File: src/rtl/step_pulser_pkg.sv
// Shared FSM state type and default pulse timing for the step pulse generator.
package step_pulser_pkg;

  typedef enum logic [1:0] {
    IDLE = 2'd0,
    HI   = 2'd1,
    LO   = 2'd2
  } state_e;

  localparam int DEF_PW  = 2;
  localparam int DEF_GAP = 2;

endpackage

File: src/rtl/step_pulser_wrap_delta.sv
// Unsigned modulo-2^HW phase difference between the new and previous coarse phase.
module wrap_delta #(
  parameter int HW = 12
) (
  input  logic [HW-1:0] cur_i,
  input  logic [HW-1:0] prev_i,
  output logic [HW-1:0] delta_o
);

  // Truncation to HW bits gives the wrap-around for free (4094 -> 2 yields 4).
  assign delta_o = cur_i - prev_i;

endmodule

File: src/rtl/step_pulser.sv
// Converts coarse phase advances into a train of fixed-width step pulses,
// queuing pending steps in a saturating counter.
module step_pulser
  import step_pulser_pkg::*;
#(
  parameter int HW  = 12,
  parameter int PNW = 16,
  parameter int PW  = DEF_PW,
  parameter int GAP = DEF_GAP
) (
  input  logic           C,
  input  logic           R,
  input  logic [HW-1:0]  h,
  input  logic           hv,
  output logic           step,
  output logic           busy,
  output logic [PNW-1:0] pend,
  output logic           ovf
);

  localparam int CMAX = (PW > GAP) ? PW : GAP;
  localparam int CW   = (CMAX > 1) ? $clog2(CMAX) : 1;
  localparam int SW   = PNW + HW + 1;

  localparam logic [CW-1:0] PW_LOAD  = CW'(PW - 1);
  localparam logic [CW-1:0] GAP_LOAD = CW'(GAP - 1);
  localparam logic [SW-1:0] PEND_MAX = {{(SW-PNW){1'b0}}, {PNW{1'b1}}};

  state_e         state_q;
  logic [CW-1:0]  cnt_q;
  logic           step_q;
  logic           busy_q;
  logic [PNW-1:0] pend_q;
  logic [PNW-1:0] pend_d;
  logic           ovf_q;
  logic           ovf_d;
  logic [HW-1:0]  h_prev_q;
  logic           primed_q;
  logic [HW-1:0]  raw_delta;
  logic [HW-1:0]  add_delta;
  logic           start_pulse;
  logic [SW-1:0]  pend_sum;

  wrap_delta #(
    .HW(HW)
  ) u_wrap_delta (
    .cur_i  (h),
    .prev_i (h_prev_q),
    .delta_o(raw_delta)
  );

  // The first valid phase after reset only establishes a reference point.
  assign add_delta = (hv && primed_q) ? raw_delta : '0;

  assign start_pulse = (pend_q != '0) &&
                       ((state_q == IDLE) || ((state_q == LO) && (cnt_q == '0)));

  always_comb begin
    pend_sum = SW'(pend_q) + SW'(add_delta) - SW'(start_pulse);
    pend_d   = pend_sum[PNW-1:0];
    ovf_d    = ovf_q;
    if (pend_sum > PEND_MAX) begin
      pend_d = '1;
      ovf_d  = 1'b1;
    end
  end

  always_ff @(posedge C) begin
    if (R) begin
      pend_q   <= '0;
      ovf_q    <= 1'b0;
      h_prev_q <= '0;
      primed_q <= 1'b0;
    end else begin
      pend_q <= pend_d;
      ovf_q  <= ovf_d;
      if (hv) begin
        h_prev_q <= h;
        primed_q <= 1'b1;
      end
    end
  end

  // step and busy are registered alongside the state so they never glitch.
  always_ff @(posedge C) begin
    if (R) begin
      state_q <= IDLE;
      cnt_q   <= '0;
      step_q  <= 1'b0;
      busy_q  <= 1'b0;
    end else begin
      case (state_q)
        IDLE: begin
          if (start_pulse) begin
            state_q <= HI;
            cnt_q   <= PW_LOAD;
            step_q  <= 1'b1;
            busy_q  <= 1'b1;
          end
        end
        HI: begin
          if (cnt_q == '0) begin
            state_q <= LO;
            cnt_q   <= GAP_LOAD;
            step_q  <= 1'b0;
          end else begin
            cnt_q <= cnt_q - 1'b1;
          end
        end
        LO: begin
          if (cnt_q == '0) begin
            if (start_pulse) begin
              state_q <= HI;
              cnt_q   <= PW_LOAD;
              step_q  <= 1'b1;
            end else begin
              state_q <= IDLE;
              busy_q  <= 1'b0;
            end
          end else begin
            cnt_q <= cnt_q - 1'b1;
          end
        end
        default: begin
          state_q <= IDLE;
          cnt_q   <= '0;
          step_q  <= 1'b0;
          busy_q  <= 1'b0;
        end
      endcase
    end
  end

  assign step = step_q;
  assign busy = busy_q;
  assign pend = pend_q;
  assign ovf  = ovf_q;

endmodule
File: config.mk
export PLATFORM = sky130hd
export DESIGN_NAME = step_pulser
export DESIGN_NICKNAME = d
export VERILOG_FILES = /design/src/rtl/step_pulser_pkg.sv /design/src/rtl/step_pulser_wrap_delta.sv /design/src/rtl/step_pulser.sv
export SDC_FILE = /design/constraint.sdc
export NUM_CORES = 1
export LEC_CHECK = 0
export ABC_AREA = 1
export BUFFER_PORTS_ARGS = -buffer_cell sky130_fd_sc_hd__buf_2
export CAP_MARGIN = 20
export CORE_ASPECT_RATIO = 0.9
export CORE_MARGIN = 3
export CORE_UTILIZATION = 50
export DETAILED_ROUTE_END_ITERATION = 12
export HOLD_SLACK_MARGIN = 0.02
export PLACE_DENSITY_LB_ADDON = 0.1
export REMOVE_ABC_BUFFERS = 1
export SYNTH_ARGS = -nofsm -noshare
export SYNTH_HDL_FRONTEND = slang
export SYNTH_SLANG_ARGS = --single-unit
File: constraint.sdc
create_clock -name C -period 6.74 [get_ports C]
set_clock_uncertainty 0.1 [all_clocks]
set_input_delay 1.011 -clock C [delete_from_list [all_inputs] [get_ports C]]
set_output_delay 1.011 -clock C [all_outputs]
set_load 0.05 [all_outputs]
# After elaboration in Yosys (flattened, before gate mapping)
# Index checks and enable logic that the tools add are counted.
# W data, S select, Z words.
# op_classes
bitwise_logic	2
n_mux	19
addsub	4
eq_ne	6
n_reduce_logical	9
order_cmp	1
# op_table
cell	count
$gt A29 B16 Y1 const B	1
$sub A17 B1 Y18	1
$add A16 B12 Y17	1
$mux W16	1
$reduce_bool A16 Y1	1
$mux W12	1
$sub A12 B12 Y12	1
$mux W1	10
$pmux W1 S3	3
$ne A2 B2 Y1 const B	4
$mux W2	3
$pmux W2 S3	1
$reduce_and A4 Y1	1
$logic_and A1 B1 Y1	3
$reduce_and A3 Y1	1
$eq A2 B1 Y1 const B	1
$eq A2 B2 Y1 const B	1
$logic_not A2 Y1	1
$not A1 Y1	2
$reduce_and A2 Y1	1
$logic_or A1 B1 Y1	1
$sub A1 B1 Y1 const B	1
# word_totals
inputBits	15
ff_bits	35

# Longest topological paths before layout
# logic_depth
word_depth	7
ltp_mapped	26
mapped_depth_nobuf	25

# Modules after synthesis
# Synthesis repeated with hierarchy kept, for this count alone.
# hier_totals
hier_cells	576
area_unflattened_um2	3407.0
# by_module_without_submodules
module	cells_each	instances	area_per_inst_um2
step_pulser	438	1	2702.6
wrap_delta	138	1	704.4

# Worst setup path after synthesis
# OpenSTA, ideal clock, no wires.
# synth_timing
path_type	input -> register
startpoint	in h[0]
endpoint	reg ovf_q, in the netlist ovf
arrival_ps	3819
cell_stages	26
path_slack_ps	2693
t_required_ps	6512
path_cell_list	inv_1 ha_1 inv_1 fa_1 nand3_1 nand2_1 nand2_1 nand2_1 a21oi_1 xor2_1 inv_1 nand2_1 ha_1 inv_1 ha_1 nand2_1 inv_1 a21oi_1 nand2_2 nand2_1 nand2_1 nand2_1 nand3_4 buf_12 nor2_2 nor2_1
# synth_via
elab_chain_cells	5
# synth_lines
item	line_no	rtl
start, declared	step_pulser.sv:13	input logic [HW-1:0] h,
$sub A12 B12 Y12	step_pulser_wrap_delta.sv:11	assign delta_o = cur_i - prev_i;
$mux W12	step_pulser.sv:53	assign add_delta = (hv && primed_q) ? raw_delta : '0;
$add A16 B12 Y17	step_pulser.sv:59	pend_sum = SW'(pend_q) + SW'(add_delta) - SW'(start_pulse);
$sub A17 B1 Y18	step_pulser.sv:59	
$gt A29 B16 Y1	step_pulser.sv:62	if (pend_sum > PEND_MAX) begin
end signal, assigned	step_pulser.sv:76	ovf_q <= ovf_d;
end, declared	step_pulser.sv:35	logic ovf_q;
# Every way passes these cells.
# A chain may end at the register's enable or synchronous reset.

# Final worst setup path
# layout_timing
startpoint	in h[0]
endpoint	reg pend_q[7], in the netlist pend[7]
# layout_via
elab_chain_cells	6
# layout_lines
item	line_no	rtl
$sub A12 B12 Y12 *	step_pulser_wrap_delta.sv:11	
$mux W12 *	step_pulser.sv:53	
$add A16 B12 Y17 *	step_pulser.sv:59	
$sub A17 B1 Y18 *	step_pulser.sv:59	
$gt A29 B16 Y1	step_pulser.sv:62	
$mux W16 *	step_pulser.sv:62	
end signal, assigned	step_pulser.sv:75	pend_q <= pend_d;
end, declared	step_pulser.sv:33	logic [PNW-1:0] pend_q;
# Mark *: on every way between the ends. The rest lies on a longest branch, timed or not.

==> metrics.csv <==
stage,metric,value,unit
floorplanning,Die Y,79.9,um
logic_synthesis,"Top FF cell, synth",dfxtp_1,
finish,Layout area overhead,11.5,%
clock_tree,post-cts repair resize count,0,
sta,Finish-stage setup viols,0,
clock_tree,Clock Pin Slew Worst Setup and Hold Paths,70,ps
placement,Placed Area,3250,um2
placement,DP HPWL,5.44,mm
logic_synthesis,Post-synth EDFFs,0,
detailed_routing,Initial DRT Pass Iterations,4,
floorplanning,top-level I/O count,34,
clock_tree,"Setup Fix Bufs, Post-CTS",0,
clock_tree,H-tree depth,2,
run_status,run status,completed,
floorplanning,Row Count,26,
clock_tree,hold_buf cts,0,
placement,Port Buf Inserts,33,
floorplanning,DIE AREA,7050,um2
global_route,number of global-route vias before repair,2544,
sta,Fin. Hold Viols,0,
clock_tree,CTS sink count,35,
clock_tree,Longest Clk Path Bufs,2,
placement,routability cong.,0.851,
detailed_routing,drt total wl,6.76,mm
worst_setup_path,CP Launch Type,input pin,
detailed_routing,vias per cell,4.99,
detailed_routing,DRC viols,0,
finish,area of the multi-input gates,1930,um2
sta,Max Freq,0.231,GHz
finish,fraction of layout cells with a size suffix above 1,0.126,
floorplanning,core area,5790,um2
sta,Slew @ Worst Pin,516,ps
finish,Final Cell Area,3390,um2
global_route,first-pass GRT wire length,11.5,mm
logic_synthesis,Mapped Area,3040,um2
sta,crit share post-route,0.641,
floorplanning,Die Wd,88.2,um
worst_setup_path,crit path kind,in -> reg,
clock_tree,clock latency on the worst-skew pair,290,ps
logic_synthesis,cells after synthesis,472,
detailed_routing,Avg WL per Cell,11.7,um
sta,RSZ-0062 raised after global routing,no,
sta,crit path time final,4320,ps
finish,"most common cell after layout, fill and taps aside",nand2_1,
finish,# nets final,565,
finish,FILL cells,566,
logic_synthesis,Avg Synthesized Cell Area,6.44,um2
worst_setup_path,Worst setup EP type,flop,
finish,ant diodes,0,
worst_setup_path,Worst Path Required,6810,ps
detailed_routing,remaining antenna violation count,0,
detailed_routing,total number of vias,2882,
floorplanning,Initial Utilization,0.525,
logic_synthesis,Yosys reg bits,35,
logic_synthesis,Post-synth ARST share,0,
hold_path,worst hold path class,reg -> reg,
sta,Max Slew Vio Count,0,
global_route,largest net degree at the start of global routing,23,
global_route,antenna violations before repair,0,
clock_tree,clock root buffer,clkbuf_8,
global_route,Tot GR Track Use,0.204,
finish,Reg area,701,um2
logic_synthesis,post-synth cell types,32,
global_route,gr ovfl total,0,
logic_synthesis,sequential fraction of the synthesis area,0.231,
worst_setup_path,CP max FO,17,
clock_tree,number of buffers created by CTS,5,
detailed_routing,DR iter-0 viols,141,
sta,Fin Setup TNS,0,ps
worst_setup_path,crit path DAT,4390,ps
sta,Slew HR,0.656,
finish,most frequent cells in the layout,"nand2_1 (100), inv_1 (95), nor2_1 (52)",
job,Max Cap Viol,0,
clock_tree,CTS tree,done,
logic_synthesis,Ys Warns,0,
-- metal layers --
layer | vias up | global-route usage | routed length (um) | share of wire
met5 | - | 0 | 0 | 0
met1 | 1251 | 0.307 | 3420 | 0.51
met3 | 7 | 0.0330 | 469 | 0.069
li1 | 1541 | - | - | -
met2 | 83 | 0.298 | 2800 | 0.41
met4 | 0 | 0.0514 | 76 | 0.011
-- synthesized netlist by cell type, types with 4 or more instances --
cell      count  area, um2
clkbuf_1      4       15.0
nor3_1        5       25.0
xor2_1        8       70.1
ha_1         42        526
nand3_1      25        125
dfxtp_1      35        701
nand2_1     100        375
o21ai_0      26        130
nor2_1       52        195
nor2_2       10       62.6
inv_1        95        357
nand2_2       5       31.3
a21oi_1      38        190
-- logic make-up (layout without fill, tap and decap cells) --
logic type,Yosys count,in the layout,synth area share
flops,35,35,0.231
xor+xnor,10,10,0.0288
compound gates,72,72,0.126
simple gates,207,207,0.294
fa+ha+maj,44,44,0.186
buf+inv,104,139,0.134
-- critical path: stages --
cell     delay [ps]
buf_2           100
inv_1            70
ha_1            170
inv_1            80
fa_1            400
nand3_1         100
nand2_1         110
nand2_1          90
nand2_1          50
a21oi_1         150
xor2_1          190
inv_1            60
nand2_1          60
ha_1            220
inv_1            70
ha_1            280
nand2_1         100
inv_1            50
a21oi_1         160
nand2_2         110
nand2_1          90
nand2_1          60
nand2_1         100
nand3_4         250
nor2_1          190
nor2_1           50
-- final timing paths --
kind	depth (start not counted)	start	slack, ps	to
worst min register to register	2	h_prev_q[3]	370	h_prev_q[3]
worst max-delay path	26	h[0]	2420	pend[7]
worst max register to register	24	h_prev_q[0]	2980	pend[7]
worst min-delay path	2	h_prev_q[3]	370	h_prev_q[3]
-- cell type report --
| type | instances | share of cell area |
|---|---|---|
| clock buffers | 5 | 0.0203 |
| clock inverters | 3 | 0.0199 |
| inverters | 98 | 0.109 |
| multi-input cells | 333 | 0.570 |
| flip-flops and latches | 35 | 0.207 |
| well taps | 70 | 0.0258 |
| repair buffers | 33 | 0.0487 |
-- per-stage QoR --
| stage | worst slack [ps] | util | hold slack [ps] | std cells |
|---|---|---|---|---|
| floorplan | 2730 | - | 334 | 466 |
| CTS | 2430 | 0.585 | 369 | 577 |
| global route | 2150 | 0.585 | 393 | 577 |
| finish | 2420 | 0.585 | 365 | 577 |
| detailed placement | 2160 | 0.562 | 356 | 569 |
| global placement | 2270 | 0.562 | 348 | 569 |
-- state kept, by name (all words and copies together) (netlist names) --
register / flops
pend: 16
h_prev_q: 12
state_q: 2
busy: 1
cnt_q: 1
ovf: 1
primed_q: 1
step: 1
Power is not shown: default switching activity piles up to over one toggle a cycle in this logic, so the estimate is an artifact.
